`config.mk`:
```
export PLATFORM = sky130hd
export DESIGN_NAME = uart_rx_ctrl_flat
export DESIGN_NICKNAME = d
export VERILOG_FILES = /design/src/rtl/uart_rx_ctrl_if.sv /design/src/rtl/uart_rx_ctrl.sv /design/src/flat_wrapper.sv
export SDC_FILE = /design/constraint.sdc
export NUM_CORES = 1
export LEC_CHECK = 0
export ABC_AREA = 1
export BUFFER_PORTS_ARGS = -buffer_cell sky130_fd_sc_hd__buf_2
export CAP_MARGIN = 20
export CORE_UTILIZATION = 55
export CTS_BUF_LIST = sky130_fd_sc_hd__clkbuf_16
export CTS_CLUSTER_DIAMETER = 30
export CTS_CLUSTER_SIZE = 14
export DETAILED_ROUTE_END_ITERATION = 7
export PLACE_DENSITY = 0.77
export SYNTH_ARGS = -nofsm -noshare
export SYNTH_HDL_FRONTEND = slang
export SYNTH_SLANG_ARGS = --single-unit
export TNS_END_PERCENT = 100
```
`constraint.sdc`:
```
create_clock -name clk -period 3.8 [get_ports clk]
set_input_delay 0.57 -clock clk [delete_from_list [all_inputs] [get_ports clk]]
set_output_delay 0.57 -clock clk [all_outputs]
set_load 0.01 [all_outputs]
```
`src/rtl/uart_rx_ctrl_if.sv`:
```
// rtl/uart_rx_ctrl_if.sv - drain-port stream of the UART receive controller FIFO
interface uart_rx_ctrl_if #(
  parameter int DATA_W = 8
);
  logic              m_valid;
  logic [DATA_W-1:0] m_data;
  logic              m_perr;
  logic              m_ready;

  modport master (output m_valid, output m_data, output m_perr, input m_ready);
  modport slave  (input m_valid, input m_data, input m_perr, output m_ready);
endinterface

```
`src/rtl/uart_rx_ctrl.sv`:
```
// rtl/uart_rx_ctrl.sv - UART receive controller: oversampling tick, parity pairing, frame FIFO, status
module uart_rx_ctrl #(
  parameter int DATA_W = 8,
  parameter int DEPTH  = 4,
  parameter int DIV_W  = 16
) (
  input  logic                       clk,
  input  logic                       Reset_n,
  input  logic                       enable,
  input  logic [DIV_W-1:0]           baud_div,
  output logic                       s_ticks,
  input  logic                       rx_done_tick,
  input  logic [DATA_W-1:0]          rx_data,
  input  logic                       rx_perr,
  uart_rx_ctrl_if.master             m_if,
  output logic [$clog2(DEPTH):0]     fifo_count,
  output logic                       overrun,
  output logic [7:0]                 perr_cnt,
  input  logic                       clr_status
);
  localparam int AW = $clog2(DEPTH);
  localparam int CW = AW + 1;

  typedef enum logic [1:0] {ST_OFF, ST_RUN, ST_DRAIN} state_e;

  state_e            state_q;
  logic [DIV_W-1:0]  cnt_q;
  logic [AW-1:0]     wr_ptr_q, rd_ptr_q;
  logic [CW-1:0]     count_q, count_d;
  logic [DATA_W:0]   mem_q [DEPTH];
  logic              perr_pend_q;
  logic              overrun_q;
  logic [7:0]        perr_cnt_q;

  logic frame, frame_perr, full, pop, push, drop, go_off;

  always_comb begin
    frame      = rx_done_tick && (state_q != ST_OFF);
    frame_perr = perr_pend_q | rx_perr;
    full       = (count_q == CW'(DEPTH));
    pop        = m_if.m_ready && (count_q != '0);
    // A full FIFO still takes the frame when the head leaves in the same cycle.
    push       = frame && (!full || pop);
    drop       = frame && full && !pop;
    go_off     = (state_q == ST_DRAIN) && !enable && (count_q == '0);
    count_d    = count_q;
    if (push && !pop)
      count_d = count_q + CW'(1);
    else if (pop && !push)
      count_d = count_q - CW'(1);
  end

  always_ff @(posedge clk or negedge Reset_n) begin
    if (!Reset_n) begin
      state_q <= ST_OFF;
      cnt_q   <= '0;
    end else begin
      case (state_q)
        ST_OFF:   if (enable) state_q <= ST_RUN;
        ST_RUN:   if (!enable) state_q <= ST_DRAIN;
        ST_DRAIN: begin
          if (enable)      state_q <= ST_RUN;
          else if (go_off) state_q <= ST_OFF;
        end
        default:  state_q <= ST_OFF;
      endcase
      // cnt above a freshly lowered divider restarts silently; equality is the tick.
      if (state_q == ST_RUN && cnt_q < baud_div)
        cnt_q <= cnt_q + DIV_W'(1);
      else
        cnt_q <= '0;
    end
  end

  always_ff @(posedge clk or negedge Reset_n) begin
    if (!Reset_n) begin
      wr_ptr_q    <= '0;
      rd_ptr_q    <= '0;
      count_q     <= '0;
      perr_pend_q <= 1'b0;
      overrun_q   <= 1'b0;
      perr_cnt_q  <= '0;
      for (int i = 0; i < DEPTH; i++) mem_q[i] <= '0;
    end else begin
      if (push) begin
        mem_q[wr_ptr_q] <= {frame_perr, rx_data};
        wr_ptr_q        <= wr_ptr_q + AW'(1);
      end
      if (pop) rd_ptr_q <= rd_ptr_q + AW'(1);
      count_q <= count_d;

      if (go_off || frame) perr_pend_q <= 1'b0;
      else if (rx_perr)    perr_pend_q <= 1'b1;

      if (drop)            overrun_q <= 1'b1;
      else if (clr_status) overrun_q <= 1'b0;

      if (frame && frame_perr) begin
        if (clr_status)              perr_cnt_q <= 8'd1;
        else if (perr_cnt_q != 8'hFF) perr_cnt_q <= perr_cnt_q + 8'd1;
      end else if (clr_status) begin
        perr_cnt_q <= '0;
      end
    end
  end

  assign s_ticks      = (state_q == ST_RUN) && (cnt_q == baud_div);
  assign m_if.m_valid = (count_q != '0);
  assign m_if.m_data  = mem_q[rd_ptr_q][DATA_W-1:0];
  assign m_if.m_perr  = mem_q[rd_ptr_q][DATA_W];
  assign fifo_count   = count_q;
  assign overrun      = overrun_q;
  assign perr_cnt     = perr_cnt_q;
endmodule
```
`src/flat_wrapper.sv`:
```
// flat-port wrapper written by rule: the top's interface ports become plain ports
module uart_rx_ctrl_flat 
#(
  parameter int DATA_W = 8,
  parameter int DEPTH  = 4,
  parameter int DIV_W  = 16
)
  (clk, Reset_n, enable, baud_div, s_ticks, rx_done_tick, rx_data, rx_perr, fifo_count, overrun, perr_cnt, clr_status, m_if_m_valid, m_if_m_data, m_if_m_perr, m_if_m_ready);
  uart_rx_ctrl_if #(.DATA_W(DATA_W)) m_if_i ();
  input  logic clk;
  input  logic Reset_n;
  input  logic enable;
  input  logic [DIV_W-1:0] baud_div;
  output logic s_ticks;
  input  logic rx_done_tick;
  input  logic [DATA_W-1:0] rx_data;
  input  logic rx_perr;
  output logic [$clog2(DEPTH):0] fifo_count;
  output logic overrun;
  output logic [7:0] perr_cnt;
  input  logic clr_status;
  output wire logic [$bits(m_if_i.m_valid)-1:0] m_if_m_valid;
  output wire logic [$bits(m_if_i.m_data)-1:0] m_if_m_data;
  output wire logic [$bits(m_if_i.m_perr)-1:0] m_if_m_perr;
  input wire logic [$bits(m_if_i.m_ready)-1:0] m_if_m_ready;
  assign m_if_m_valid = m_if_i.m_valid;
  assign m_if_m_data = m_if_i.m_data;
  assign m_if_m_perr = m_if_i.m_perr;
  assign m_if_i.m_ready = m_if_m_ready;
  uart_rx_ctrl #(.DATA_W(DATA_W), .DEPTH(DEPTH), .DIV_W(DIV_W)) u_core (.clk(clk), .Reset_n(Reset_n), .enable(enable), .baud_div(baud_div), .s_ticks(s_ticks), .rx_done_tick(rx_done_tick), .rx_data(rx_data), .rx_perr(rx_perr), .m_if(m_if_i), .fifo_count(fifo_count), .overrun(overrun), .perr_cnt(perr_cnt), .clr_status(clr_status));
endmodule
```
# [Yosys cells after proc, flatten, opt, wreduce, memory -nomap -nowiden]
# Cells that the tools add are included.
[classes] mux=22 order_cmp=4 n_eq_ne=8 add_sub_neg=6 bitwise_logic=3 n_reduce_logical=30
[ops] cell="36-bit bitwise mux" n=1
[ops] cell="8-bit 2-to-1 mux" n=4
[ops] cell="9-bit 2-to-1 mux" n=3
[ops] cell="9-bit binary-select mux with 2-bit select" n=1
[ops] cell="9-bit demux with 2-bit select" n=1
[ops] cell="16-bit by 1-bit adder with 16-bit output, second input constant" n=1
[ops] cell="16-bit == test" n=1
[ops] cell="16-bit < comparator" n=1
[ops] cell="16-bit 2-to-1 mux" n=1
[ops] cell="1-bit logical AND" n=13
[ops] cell="2-bit nonzero test" n=6
[ops] cell="8-bit by 1-bit adder with 8-bit output, second input constant" n=1
[ops] cell="2-bit 2-to-1 mux" n=4
[ops] cell="8-bit != test, second input constant" n=1
[ops] cell="3-bit greater-or-equal comparator, second input constant" n=2
[ops] cell="3-bit 2-to-1 mux" n=2
[ops] cell="2-bit NOT with 3-bit output" n=2
[ops] cell="2-bit case mux with 3 select lines" n=1
[ops] cell="2-bit by 1-bit adder with 2-bit output, second input constant" n=2
[ops] cell="1-bit logical NOT" n=4
[ops] cell="1-bit 2-to-1 mux" n=4
[ops] cell="2-bit != test, second input constant" n=2
[ops] cell="3-bit by 1-bit adder with 3-bit output, second input constant" n=1
[ops] cell="3-bit == test, second input constant" n=1
[ops] cell="12 further kinds" n=13
[totals] regBits=71 inputBits=31

# [Longest topological paths before layout]
# Gate-level depths: netlist of run 1.
[logic_depth] depth_word=8 mapped_depth=13 ltp_nobuf=12

# [Least setup slack after synthesis of run 1]
# No wires, ideal clock.
[synth_path] kind="reg2reg" from="register u_core.count_q[0] (netlist: u_core.fifo_count[0])" to="register u_core.count_q[1] (netlist: u_core.fifo_count[1])" setup_ps=125 t_arrival_ps=2111 setup_slack_ps=1565 stages_incl_launch_ff=12 path_cell_list="dfrtp_1 -> nor2_4 -> nand2_2 -> nand2_4 -> nand3_2 -> nand2_4 -> buf_12 -> inv_2 -> ha_1 -> inv_1 -> fa_1 -> mux2_2"
[synth_between] elab_cells_between_ends=15 cone_classes="add/sub: 2; eq/ne: 1; mux: 2; reduce/logical: 10"
[synth_rtl] element="start: declaration" line="uart_rx_ctrl.sv:29" text="logic [CW-1:0] count_q, count_d;"
[synth_rtl] element="start signal: assignment" line="uart_rx_ctrl.sv:90" text="count_q <= count_d;"
[synth_rtl] element="3-bit nonzero test"
[synth_rtl] element="net m_if_m_valid" line="flat_wrapper.sv:22" text="output wire logic [$bits(m_if_i.m_valid)-1:0] m_if_m_valid;"
[synth_rtl] element="1-bit logical AND" line="uart_rx_ctrl.sv:41" text="pop = m_if.m_ready && (count_q != '0);"
[synth_rtl] element="1-bit logical OR" line="uart_rx_ctrl.sv:43" text="push = frame && (!full || pop);"
[synth_rtl] element="1-bit logical AND" line="uart_rx_ctrl.sv:43"
[synth_rtl] element="net u_core.push" line="uart_rx_ctrl.sv:35" text="logic frame, frame_perr, full, pop, push, drop, go_off;"
[synth_rtl] element="1-bit logical AND" line="uart_rx_ctrl.sv:47" text="if (push && !pop)"
[synth_rtl] element="3-bit 2-to-1 mux" line="uart_rx_ctrl.sv:47"
[synth_rtl] element="net u_core.count_d[1]" line="uart_rx_ctrl.sv:29"
# The timed path passes the listed nets, and every way through them passes these cells. The select of a mux whose other input is x is not followed.
# A chain may end at the register's enable or synchronous reset.

# [Final worst setup path of run 1]
[layout_path] from="register u_core.rd_ptr_q[0]" to="output m_if_m_data[2]"
[layout_between] elab_chain_cells=4
[layout_lines] element="start: declaration" line="uart_rx_ctrl.sv:28" text="logic [AW-1:0] wr_ptr_q, rd_ptr_q;"
[layout_lines] element="start signal: assignment" line="uart_rx_ctrl.sv:89" text="if (pop) rd_ptr_q <= rd_ptr_q + AW'(1);"
[layout_lines] element="2-bit NOT with 3-bit output (not written as such)" line="uart_rx_ctrl.sv:109" text="assign m_if.m_data = mem_q[rd_ptr_q][DATA_W-1:0];"
[layout_lines] element="9-bit binary-select mux with 2-bit select" line="uart_rx_ctrl.sv:109"
[layout_lines] element="9-bit 2-to-1 mux (not written as such) (2 in a row)" line="uart_rx_ctrl.sv:109"
[layout_lines] element="end: declaration" line="flat_wrapper.sv:23" text="output wire logic [$bits(m_if_i.m_data)-1:0] m_if_m_data;"
# Every way passes these cells. The select of a mux whose other input is x is not followed.

==> results of run 1 <==
[synth_stat cells (2+ instances only)]
cell type	instances	area (um2)
nor2_2	2	12.5
clkbuf_1	3	11.3
buf_2	3	15.0
nor2_8	2	40.0
dfrtp_1	71	1780
nand3_1	11	55.1
clkinv_1	5	18.8
o21ai_1	7	35.0
nand2_2	2	12.5
ha_1	23	288
xnor2_1	6	52.6
nor2_1	60	225
inv_1	49	184
nor3_1	5	25.0
xor2_1	10	87.6
a21oi_1	6	30.0
nand2_4	2	22.5
o21ai_0	59	295
o22ai_1	10	62.6
nand4_1	2	12.5
o21bai_1	2	15.0
a21o_1	2	15.0
nand2_1	133	499
[placed cells by master, fill, tap and decap left out, drive strengths merged, types with 9 or more instances in the layout]
cell and n:
inv 52, nor2 65, nand3 12, clkinv 9, dfrtp 71, o22ai 10, buf 54, clkbuf 9
ha 23, xor2 11, o21ai 67, nand2 137
[layout make-up]
cell class	instances	area (um2)	share of cell area, %
multi-input cells	355	1900	41.9
flip-flops and latches	71	1780	39.2
repair buffers	54	273	6.02
clock buffers	9	225	4.97
inverters	55	206	4.55
well taps	96	120	2.65
clock inverters	7	32.5	0.717
[metrics by stage]
step | hold slack (ns) | instances | power, mW | instance area (um2) | util, %
after floorplan | 0.274 | 490 | 1.79 | 3950 | -
after global placement | 0.465 | 631 | 2.09 | 4280 | 62.3
after detailed placement | 0.470 | 631 | 2.12 | 4280 | 62.3
after CTS | 0.474 | 647 | 2.87 | 4530 | 66.0
after global routing | 0.478 | 647 | 3.06 | 4530 | 66.0
final | 0.436 | 647 | 2.86 | 4530 | 66.0
[worst max-delay path by stage]
stage                                     startpoint                                to  slack, ns  depth (start not counted)
floorplan           u_core.fifo_count[0]$_DFFE_PN0P_  u_core.fifo_count[1]$_DFFE_PN0P_       1.56                         11
global placement                        rx_done_tick  u_core.fifo_count[1]$_DFFE_PN0P_       1.24                          9
detailed placement                      rx_done_tick  u_core.fifo_count[1]$_DFFE_PN0P_       1.19                          9
CTS                   u_core.rd_ptr_q[0]$_DFFE_PN0P_                       m_if_m_perr       0.88                          4
global route          u_core.rd_ptr_q[0]$_DFFE_PN0P_                       m_if_m_perr       0.70                          4
finish                u_core.rd_ptr_q[0]$_DFFE_PN0P_                    m_if_m_data[2]       0.87                          4
[metal layers]
layer / routed length (um) / vias to the layer above / GRT usage, %
li1: - / 1680 / -
met1: 3690 / 1588 / 30.4
met2: 4350 / 115 / 45.8
met3: 594 / 15 / 6.67
met4: 116 / 0 / 9.39
met5: 0 / - / 0
[critical path: stages (launching register included)]
cell	delay [ns]
dfrtp_1	0.73
clkinv_1	0.64
o21ai_0	0.40
o22ai_1	0.11
buf_2	0.15
[where the power goes]
| group | internal [mW] | switching [mW] |
|---|---|---|
| clock network | 0.429 | 0.302 |
| registers | 0.982 | 0.176 |
| logic | 0.349 | 0.620 |
[sequential cells by signal, summed over array words and instances (netlist names)]
name and count:
u_core.fifo_count 3, u_core.perr_cnt 8, u_core.rd_ptr_q 2, u_core.wr_ptr_q 2, u_core.mem_q 36, u_core.cnt_q 16, u_core.state_q 2, u_core.overrun 1
u_core.perr_pend_q 1
[logic make-up after synthesis]
kind of cell	after synthesis	share of synthesized area, %
AND/OR/NAND/NOR	223	23.8
buffers and inverters	64	6.79
adder cells (fa/ha/maj)	24	7.80
multiplexers	1	0.285
flip-flops	71	45.0
XOR/XNOR	17	3.96
AO/OA/AOI/OAI	90	12.3
==> impl_summary.md, run 1 <==
Final layout
The number of antenna diodes is 0. Of the cells placed in the final design, the portion with a size suffix greater than 1 is 14.7%. The total number of nets in the final design is 601. The area added between synthesis and finish is 14.9%. Counting the fill cells in the layout gives 619.

Clocking
The H-tree was split into 3 levels. Buffers inserted during clock tree synthesis total 9. The TritonCTS clock tree is built. The tree is rooted in a clkbuf_16. The total of cells resized after clock tree synthesis is 0.

The number of setup buffers added after CTS is 0. The clock latency at the later pin of the worst-skew pair is 0.33 ns. The number of clock sinks is 71. After clock tree synthesis, the clock-pin slew on the worst setup and hold paths is 0.05 ns. The maximum root-to-sink buffer count is 2. The hold buffer count at cts is 0.

Job
The number of violations of the max-capacitance limit is 0.

Synthesis
Yosys mapped a number of flops with a built-in enable equal to 0. The count of cell types in the netlist is 38. The number of synthesized register bits is 71.

The most used flip-flop cell after synthesis is dfrtp_1. The net count after synthesis is 545. The post-synthesis average cell area is 8.05 um2. Yosys printed 0 warnings.

The share of the Yosys chip area taken by registers is 45.0%. After synthesis the cells add up to 3950 um2. The async set-reset flop share out of synthesis is 100%.

The number of instances in the synthesized netlist is 490.

Setup path
The startpoint identified for the worst register-to-register timing path is u_core.fifo_count[0]$_DFFE_PN0P_. The worst register-to-register path has a setup slack of 1.27 ns. STA classifies the critical path endpoint as an output port. In this run the worst path has a maximum fanout of 20. Measured in cells, the most critical reg-to-reg path has a length of 10.

The type of the setup path with the least slack is flop to output port. The signal arrival time at the worst endpoint is 2.36 ns. At the worst endpoint, the required time is 3.23 ns. In this run the critical register-to-register path is captured at u_core.fifo_count[1]$_DFFE_PN0P_. STA classifies the critical path startpoint as a flop.

Routing
The routed layout has 3,398 vias. After the first detailed-routing iteration, the DRC count stood at 139. The first-pass detailed-route iteration total is 4. The detail route stage leaves a number of antenna-violating nets equal to 0.

The total detailed-routing wirelength is 8.75 mm. The via count normalized by instance count is 5.25. For this run, design rule violations remaining after detail routing come to 0. After detailed routing, the average wire length per cell comes to 13.5 um.

STA
The final critical path takes up 77.2% of the cycle. Setup repair after global routing left no endpoint under its margin. The minimum setup slack in the final design is 0.867 ns. The count of final max-slew check failures came to 0. The slew at the pin closest to its max-slew limit is 0.893 ns. The worst path in the final design needs a cycle of 2.93 ns, including I/O delays and setup. Setup violations remaining at the end of the flow were counted as 0. Headroom to the max-slew limit came out at 40.4%. The number of endpoints with negative hold slack in the final report is 0. The achievable clock frequency is 341 MHz. Adding up every negative setup slack in the final design gives 0 ns. The final clock skew is 0.00589 ns.

Die
The floorplan has 30 rows. The die is 86.7 um tall. The area of the die is 7520 um2. The floorplan step set the die width to 86.7 um. The effective utilization at floorplan is 57.4%.

Pin placement for this block handled 54 I/O pins. The floorplan step defined a core boundary enclosing 6870 um2.

Place
During placement, the flow inserted port buffers numbering 53. Prior to clock tree synthesis, the placed netlist has a worst setup slack of 1.19 ns. Detailed placement ended at an HPWL of 5.80 mm. The final estimated routing congestion in global placement is 0.853.

Power and ir drop
In this run the power density over the cells is 630 nW/um2. The maximum vdd ir drop is 0.374 mV. For this design the static power due to leakage is 2.36 nW.

Hold path
The worst min-delay path class is input pin to async pin.

Global route
The total congestion overflow is 0. Entering global routing, the biggest net connects 72 pins. Across every metal layer, demand over resource in global routing totals 25.9%.

The global-route wire length before repair is 14.8 mm. The number of antenna violations at the first check in global routing is 0. The number of global-route vias before repair was 3,294.

Run status
The flow ran to the end, and the final reports show no timing, DRC or antenna violations.
Power figures use the tool's default switching activity.
==> run 2: changes to the inputs <==
--- a/config.mk
+++ b/config.mk
@@ -5,15 +5,15 @@
 export SDC_FILE = /design/constraint.sdc
 export NUM_CORES = 1
 export LEC_CHECK = 0
-export ABC_AREA = 1
+export ABC_AREA = 0
 export BUFFER_PORTS_ARGS = -buffer_cell sky130_fd_sc_hd__buf_2
 export CAP_MARGIN = 20
-export CORE_UTILIZATION = 55
+export CORE_UTILIZATION = 51
 export CTS_BUF_LIST = sky130_fd_sc_hd__clkbuf_16
 export CTS_CLUSTER_DIAMETER = 30
 export CTS_CLUSTER_SIZE = 14
 export DETAILED_ROUTE_END_ITERATION = 7
-export PLACE_DENSITY = 0.77
+export PLACE_DENSITY = 0.75
 export SYNTH_ARGS = -nofsm -noshare
 export SYNTH_HDL_FRONTEND = slang
 export SYNTH_SLANG_ARGS = --single-unit
==> constraint.sdc (replaced) <==
create_clock -name clk -period 2.4 [get_ports clk]
set_input_delay 0.36 -clock clk [delete_from_list [all_inputs] [get_ports clk]]
set_output_delay 0.36 -clock clk [all_outputs]
set_load 0.01 [all_outputs]
==> run 2 against run 1 <==
Net effect:
- sequential share of layout area rose by 2.1 points
- core utilization fell by 3.0 points
- register-to-register slack got worse by 1.0 ns
- sequential power rose by 61%
- count of clock-buffer cells in the layout did not move
- critical path type is now flop to flop
- synthesized cell count fell by 36%
- design area fell by 5.1%
==> impl_summary.md, run 2 <==
Setup path
The maximum fanout along the worst path is 5 (-75%). The critical path is of the flop to flop type. The dominant cell type by count on the critical path is xor2_1. The end point of the critical path is u_core.fifo_count[2]$_DFFE_PN0P_. The destination of the worst register-to-register timing path is u_core.fifo_count[2]$_DFFE_PN0P_. STA classifies the critical path startpoint as a flop. For this design, the slowest cell found on the critical path is or3_1. The critical path's largest stage delay is 0.46 ns (-0.27 ns).

The minimum setup slack among reg-to-reg paths is 0.23 ns (-1.04 ns). The launch point of the worst reg-to-reg path is u_core.fifo_count[0]$_DFFE_PN0P_. The endpoint required time on the critical path is 2.65 ns (-0.58 ns). STA classifies the critical path endpoint as a flop. The cell count of the worst reg-to-reg path is 8 (-2). The signal arrival time at the worst endpoint is 2.42 ns (+0.06 ns). The most critical setup path has its startpoint at u_core.fifo_count[0]$_DFFE_PN0P_.

The signal on the critical path passes through or3_1 -> nand2_1 -> ha_1 -> inv_1 -> fa_1 -> xor2_1 -> nor2_1 -> xor2_1.

Global route
The global-route usage over all layers is 21.2% (-4.7 points). The largest net degree at the start of global routing is 38 (-47%). The global-route wire length before repair was 11.9 mm (-19%). The number of global-route vias before repair came to 2,521 (-23%). The total congestion overflow is 0 (unchanged). The number of antenna violations at the first check in global routing is 0 (unchanged).

Synthesis
The net count after synthesis was 369 (-32%). The fraction of post-synthesis cell area in the top cell type by area is 49.1% (+4.0 points). The number of flops mapped to enable cells by yosys was 0 (unchanged).

dfrtp_1 is the most common cell in the netlist. Counting instances in the post-synthesis netlist gives the leading cell types as dfrtp_1, mux2_2, nor2_1. The mux cell area share after synthesis is 15.9% (+16 points). The area share of and/or/nand/nor cells after synthesis was 12.3% (-12 points).

The post-synthesis share of cell area spent on xor and xnor gates is 6.05% (+2.1 points). After synthesis, the largest family of logic cells by area is multiplexers. The proportion of synthesized chip area in sequential cells is 49.1% (+4.0 points). The arithmetic-cell share of the synthesized area counting full adders, half adders and majority gates is 8.50% (+0.70 points). The count of cell types in the netlist came to 39 (+2.6%). The area of the mapped netlist is 3620 um2 (-8.2%). By area the synthesized netlist is led by dfrtp_1, mux2_2, ha_1. The total of warnings raised by yosys came to 0 (unchanged). The biggest area consumer among synthesized cells is dfrtp_1. The number of synthesized register bits was 71 (unchanged). The async set-reset flop share out of synthesis is 100% (unchanged).

The complex-gate fraction of the synthesized area is 5.05% (-7.3 points). The number of instances in the synthesized netlist is 314 (-36%). The most common flop cell mapped by yosys is dfrtp_1. The post-synthesis average cell area is 11.5 um2 (+43%).

Die
The area of the die is 7440 um2 (-1.0%). The effective utilization at floorplan is 53.0% (-4.4 points). The die height is 86.2 um (-0.51%). The number of standard-cell rows in the floorplan is 30 (unchanged). The number of placed I/O pins is 54 (unchanged). The horizontal die dimension came to 86.2 um (-0.51%).

The floorplan core area is 6830 um2 (-0.55%).

Final layout
The library cells used most frequently in the layout, excluding fill and tap cells, are dfrtp_1, buf_2, nor2_1, mux2_2, ha_1. The total number of nets in the final design is 431 (-28%). The final standard cell utilization of the core is 63.0% (-3.0 points). The number of antenna diodes came to 0 (unchanged). The number of standard cells in the final layout excluding fillers was 476 (-26%).

The flip-flop count of the largest register after layout is 36 (unchanged). The library cell used most frequently in the layout, excluding fill and tap cells, is dfrtp_1. The cell area after layout is 4300 um2 (-5.1%). The register with the most flip-flops in the final layout is u_core.mem_q. The fill cell total of the finished layout is 572 (-7.6%). The ratio of cells with drive above 1 in the final layout was 31.6% (+17 points). Compared with the post-synthesis result, the final layout area differs by 18.9%.

Routing
The starting DRC count in detailed routing is 68 (-51%). The total detailed-routing wirelength came to 7.10 mm (-19%). The via count is 2,493 (-27%).

The first-pass detailed-route iteration total is 4 (unchanged). The via count normalized by instance count came to 5.24 (-0.28%). The final antenna-violating net count was 0 (unchanged). The number of design rule violations left after detail routing was 0 (unchanged).

The routed length per placed instance came to 14.9 um (+10%).

Clocking
The level count of the clock H-tree is 3 (unchanged). TritonCTS built the clock tree. The clock-pin slew reported for the worst setup and hold paths after clock tree synthesis was 0.06 ns (about the same). The clock tree root driver cell is clkbuf_16. The clock latency at the later pin of the worst-skew pair was 0.32 ns (about the same). The number of buffers added for setup after CTS is 0 (unchanged).

The maximum root-to-sink buffer count is 2 (unchanged). The TritonCTS buffer count is 9 (unchanged). The number of clock sinks came to 71 (unchanged).

The hold buffer count at cts is 0 (unchanged). The total of cells resized after clock tree synthesis was 0 (unchanged).

STA
The count of final max-slew check failures is 0 (unchanged). Static timing analysis puts the maximum clock frequency at 461 MHz. The worst path needs 2.17 ns of the cycle, external delays included. The count of final setup violators came to 0 (unchanged). The slew at the pin closest to its max-slew limit is 0.830 ns (-0.0629 ns).

Setup repair after global routing left no endpoint under its margin. The remaining max-slew budget at the tightest pin is 44.6% (+4.2 points). The final clock skew is 0.00508 ns (-0.000809 ns). The number of endpoints with negative hold slack in the final report is 0 (unchanged). The final total negative setup slack is 0 ns (unchanged). The final critical path takes up 90.5% of the cycle.

Place
The placed instance area is 4020 um2 (-6.1%). The number of cells after detailed placement is 461 (-27%). The final estimated routing congestion in global placement is 0.774 (-9.3%). The sum of net half-perimeters after detailed placement was 5.22 mm (-10%). The count of input and output buffers is 53 (unchanged).

Power and ir drop
The internal power was 3.17 mW (+80%). The relative contribution of combinational cells to total power is 30.8% (-3.1 points). The part of the total power dissipated in sequential elements is 41.2% (+0.7 points). The total power after layout is 4.53 mW (+59%). The clock network power share is 28.0% (+2.4 points). The maximum vdd ir drop is 0.453 mV (+21%). The net switching power of the design is 1.36 mW (+24%).

The net switching fraction of the power was 30.1% (-8.3 points). The cell area power density came to 1050 nW/um2 (+67%). The leakage power is 2.03 nW (-14%).

Job
The number of violations of the max-capacitance limit came to 0 (unchanged).

Hold path
The tightest min-delay check is of the input pin to async pin type.

Run status
The run finished with clean final reports.
run 2: cell count changes in the layout (fill, tap and decap cells not counted), sizes merged, moves of 9 or more:
cell   previous run  this run
o22ai            10         0
nand2           137        25
inv              52        22
o21ai            67        11
mux2              1        33
nor2             65        34
mux4              0         9
run 2: stage by stage:
stage                     setup slack, ns  hold WS [ns]
after global placement              0.292         0.459
after global routing                0.113         0.202
after floorplan                     0.265        0.0644
after detailed placement            0.263         0.487
after CTS                           0.236         0.165
final                               0.229         0.131
run 2: worst min-delay path by stage:
stage / start / endpoint / slack, ns / cells past startpoint
final: Reset_n / u_core.mem_q[32]$_DFFE_PN0P_ / 0.13 / 1
after global routing: Reset_n / u_core.mem_q[32]$_DFFE_PN0P_ / 0.20 / 1
after CTS: Reset_n / u_core.mem_q[32]$_DFFE_PN0P_ / 0.16 / 1
after detailed placement: u_core.mem_q[9]$_DFFE_PN0P_ / u_core.mem_q[9]$_DFFE_PN0P_ / 0.49 / 1
after global placement: u_core.mem_q[35]$_DFFE_PN0P_ / u_core.mem_q[35]$_DFFE_PN0P_ / 0.46 / 2
after floorplan: Reset_n / u_core.cnt_q[0]$_DFF_PN0_ / 0.06 / 0
run 2: kinds of logic (layout without fill, tap and decap cells):
kind of cell	after synthesis	after routing
DFF	71	71
xor gates and xnor gates	25	25
buffers and inverters	28	94
adders and majority gates	24	24
and+or+nand+nor	94	94
AOI/OAI and AO/OA	30	30
muxes	42	42
run 2: layout make-up:
cell class | count | area [um2] | share of cell area [%]
sequential | 71 | 1780 | 41.3
multi-input combinational | 215 | 1730 | 40.2
timing repair buffer | 57 | 308 | 7.15
clock buffer | 9 | 225 | 5.23
tap | 96 | 120 | 2.79
inverter | 22 | 82.6 | 1.92
clock inverter | 6 | 62.6 | 1.45
run 2: power groups by stage:
stage / combinational [mW] / sequential (mW) / clock (mW)
2_1_floorplan: 1.02 / 1.77 / 0
3_3_place_gp: 1.34 / 1.83 / 0
3_5_place_dp: 1.41 / 1.88 / 0
4_1_cts: 1.42 / 1.86 / 1.29
5_1_grt: 1.54 / 1.92 / 1.34
6_report: 1.40 / 1.87 / 1.27
run 2: metal layers:
metal  vias to the layer above  wire (um)  global-route usage [%]
met2                        40       3490                    34.1
met3                        14        184                    4.19
li1                       1213          -                       -
met4                         0        141                    8.94
met5                         -          0                       0
met1                      1226       3290                    28.4
run 2: critical path: cells and delay by family (launching register included):
| family | cells | cell delay [ns] |
|---|---|---|
| and+or+nand+nor | 3 | 0.72 |
| adders and majority gates | 2 | 0.56 |
| DFF | 1 | 0.45 |
| xor gates and xnor gates | 2 | 0.30 |
| buffers and inverters | 1 | 0.06 |
==> run 3: changes to the inputs <==
--- a/config.mk
+++ b/config.mk
@@ -14,6 +14,7 @@
 export CTS_CLUSTER_SIZE = 14
 export DETAILED_ROUTE_END_ITERATION = 7
 export PLACE_DENSITY = 0.75
+export RECOVER_POWER = 100
 export SYNTH_ARGS = -nofsm -noshare
 export SYNTH_HDL_FRONTEND = slang
 export SYNTH_SLANG_ARGS = --single-unit
==> run 3 against run 2 <==
Net effect:
- the run now ends with capacitance limit, slew limit left
- sequential power about the same
- wire length about the same
- critical path depth decreased by 1
- maximum frequency decreased by 1.7%
- combinational power decreased by 5%
==> impl_summary.md, run 3 (synthesis results as in run 2) <==
Run status
The run finished, with violations left. The checks that failed: capacitance limit, slew limit.

STA
The final clock skew was 0.00437 ns (-0.000710 ns). The number of endpoints with negative hold slack in the final report is 0 (unchanged). The share of the clock period used by the worst path after layout is 92.0% (+1.6 points). The remaining max-slew budget at the tightest pin is -34.2% (-79 points). The worst hold slack is 0.218 ns (+0.0868 ns). The count of final max-slew check failures is 37 (+37). The count of final setup violators is 0 (unchanged). The achievable clock frequency is 453 MHz (-1.7%). The minimum setup slack in the final design is 0.191 ns (-0.0377 ns). The slew at the pin closest to its max-slew limit came to 2.01 ns (+1.18 ns).

The final total negative setup slack came to 0 ns (unchanged). Setup repair after global routing left no endpoint under its margin. The post-layout minimum cycle time came to 2.21 ns (+0.0377 ns).

Hold path
The worst hold path begins at enable. Counting instances, the worst hold path has a depth of 2. The worst min-delay path class is input pin to flop. For hold timing, the worst endpoint is u_core.state_q[1]$_DFFE_PN0P_.

Job
The number of violations of the max-capacitance limit was 1 (+1).

Die
The horizontal die dimension is 86.2 um (unchanged). The area of the die is 7440 um2 (unchanged). The effective utilization at floorplan is 53.0% (unchanged). The number of placed I/O pins is 54 (unchanged). The die height is 86.2 um (unchanged). The number of standard-cell rows in the floorplan was 30 (unchanged).

The floorplan core area came to 6830 um2 (unchanged).

Clocking
The hold buffer count at cts was 0 (unchanged). TritonCTS built the clock tree. The number of buffers added for setup after CTS is 0 (unchanged).

The clock latency at the later pin of the worst-skew pair is 0.32 ns (about the same). The maximum root-to-sink buffer count is 2 (unchanged). The clock-pin slew reported for the worst setup and hold paths after clock tree synthesis is 0.06 ns (about the same).

The level count of the clock H-tree is 3 (unchanged). The TritonCTS buffer count is 9 (unchanged). The total of cells resized after clock tree synthesis is 0 (unchanged).

The number of clock sinks is 71 (unchanged). The tree is rooted in a clkbuf_16.

Routing
The starting DRC count in detailed routing was 63 (-7.4%). The first-pass detailed-route iteration total is 4 (unchanged). The number of design rule violations left after detail routing is 0 (unchanged).

The via count is 2,487 (-0.24%). The total detailed-routing wirelength is 7.10 mm (about the same). The via count normalized by instance count is 5.22 (-0.24%). The final antenna-violating net count is 0 (unchanged). The routed length per placed instance came to 14.9 um (about the same).

Global route
The total congestion overflow is 0 (unchanged). The number of global-route vias before repair came to 2,521 (unchanged). The largest net degree at the start of global routing is 38 (unchanged).

The number of antenna violations at the first check in global routing is 0 (unchanged). The global-route usage over all layers is 21.2% (unchanged). The global-route wire length before repair is 11.9 mm (unchanged).

Final layout
The ratio of cells with drive above 1 in the final layout is 24.2% (-7.4 points). The library cells used most frequently in the layout, excluding fill and tap cells, are dfrtp_1, nor2_1, mux2_2, buf_2, nand2_1. The final standard cell utilization of the core came to 62.3% (-0.70 points). The total number of nets in the final design is 431 (unchanged).

The flip-flop count of the largest register after layout came to 36 (unchanged). The number of antenna diodes came to 0 (unchanged). Ranked by flip-flop count, first place goes to u_core.mem_q. Leaving out fill and tap cells, the most frequent cell in the layout is dfrtp_1. The area growth from synthesis to layout is 17.6%.

Power and ir drop
The cell area power density came to 1050 nW/um2 (-0.43%). The maximum vdd ir drop was 0.447 mV (-1.2%). The total power after layout came to 4.46 mW (-1.5%). The leakage power is 1.94 nW (-4.3%).

Setup path
The worst-path cell with the longest stage delay is dfrtp_1. The type of the setup path with the least slack is flop to flop. The critical path's largest stage delay is 0.44 ns (-0.02 ns).

The worst register-to-register path begins at u_core.cnt_q[7]$_DFF_PN0_. The startpoint type of the worst setup path is a flop. The nature of the critical path endpoint is a flop.

The endpoint required time on the critical path came to 2.65 ns (about the same). The worst register-to-register path ends at u_core.cnt_q[2]$_DFF_PN0_. Traced cell by cell, the critical path runs through ha_1 -> a21oi_1 -> o21ai_0 -> a211o_1 -> or4_1 -> clkbuf_2 -> nor2_1.

The signal arrival time at the worst endpoint is 2.45 ns (+0.03 ns). The maximum fanout along the worst path is 16 (+11). The cell count of the worst reg-to-reg path is 7 (-1). The minimum setup slack among reg-to-reg paths is 0.19 ns (-0.04 ns).

Place
The pre-CTS setup slack was 0.263 ns (unchanged). The final estimated routing congestion in global placement was 0.774 (unchanged). The sum of net half-perimeters after detailed placement is 5.22 mm (unchanged). The count of input and output buffers is 53 (unchanged).
## run 3: cell types whose count changed in the layout (fill, tap and decap cells not counted), sizes merged
cell,change
buf,-26
clkbuf,+26
## run 3: metrics by stage
stage | cells | instance area (um2)
6_report | 476 | 4260
5_1_grt | 476 | 4260
4_1_cts | 476 | 4300
3_5_place_dp | 461 | 4020
3_3_place_gp | 461 | 4020
2_1_floorplan | 314 | 3620
## run 3: power by group
part	internal (mW)	switching, mW
Sequential	1.59	0.278
Clock	0.793	0.475
Combinational	0.728	0.602
## run 3: how the worst max path moves through the flow
| stage | from | endpoint |
|---|---|---|
| finish | u_core.cnt_q[7]$_DFF_PN0_ | u_core.cnt_q[2]$_DFF_PN0_ |
| global placement | m_if_m_ready | u_core.fifo_count[1]$_DFFE_PN0P_ |
| detailed placement | u_core.fifo_count[0]$_DFFE_PN0P_ | u_core.fifo_count[2]$_DFFE_PN0P_ |
| CTS | u_core.cnt_q[14]$_DFF_PN0_ | s_ticks |
| global route | u_core.cnt_q[7]$_DFF_PN0_ | u_core.cnt_q[2]$_DFF_PN0_ |
| floorplan | u_core.fifo_count[0]$_DFFE_PN0P_ | u_core.fifo_count[2]$_DFFE_PN0P_ |
## run 3: area by class of cell
| class | instances | area, um2 |
|---|---|---|
| Inverter | 22 | 82.6 |
| Clock buffer | 9 | 225 |
| Tap cell | 96 | 120 |
| Timing Repair Buffer | 57 | 270 |
| Multi-Input combinational cell | 215 | 1720 |
| Fill cell | 589 | 2580 |
| Clock inverter | 6 | 62.6 |
| Sequential cell | 71 | 1780 |
## run 3: per-layer routing
metal / routed length [um] / global-route usage [%]
met5: 0 / 0
met4: 138 / 8.94
met3: 196 / 4.19
met2: 3530 / 34.1
met1: 3230 / 28.4
## run 3: worst max-delay path, delay by kind of cell (launching register included)
family | cells | cell delay [ns]
flops | 1 | 0.44
simple gates | 2 | 0.57
fa+ha+maj | 1 | 0.33
buf+inv | 1 | 0.27
compound gates | 3 | 0.52
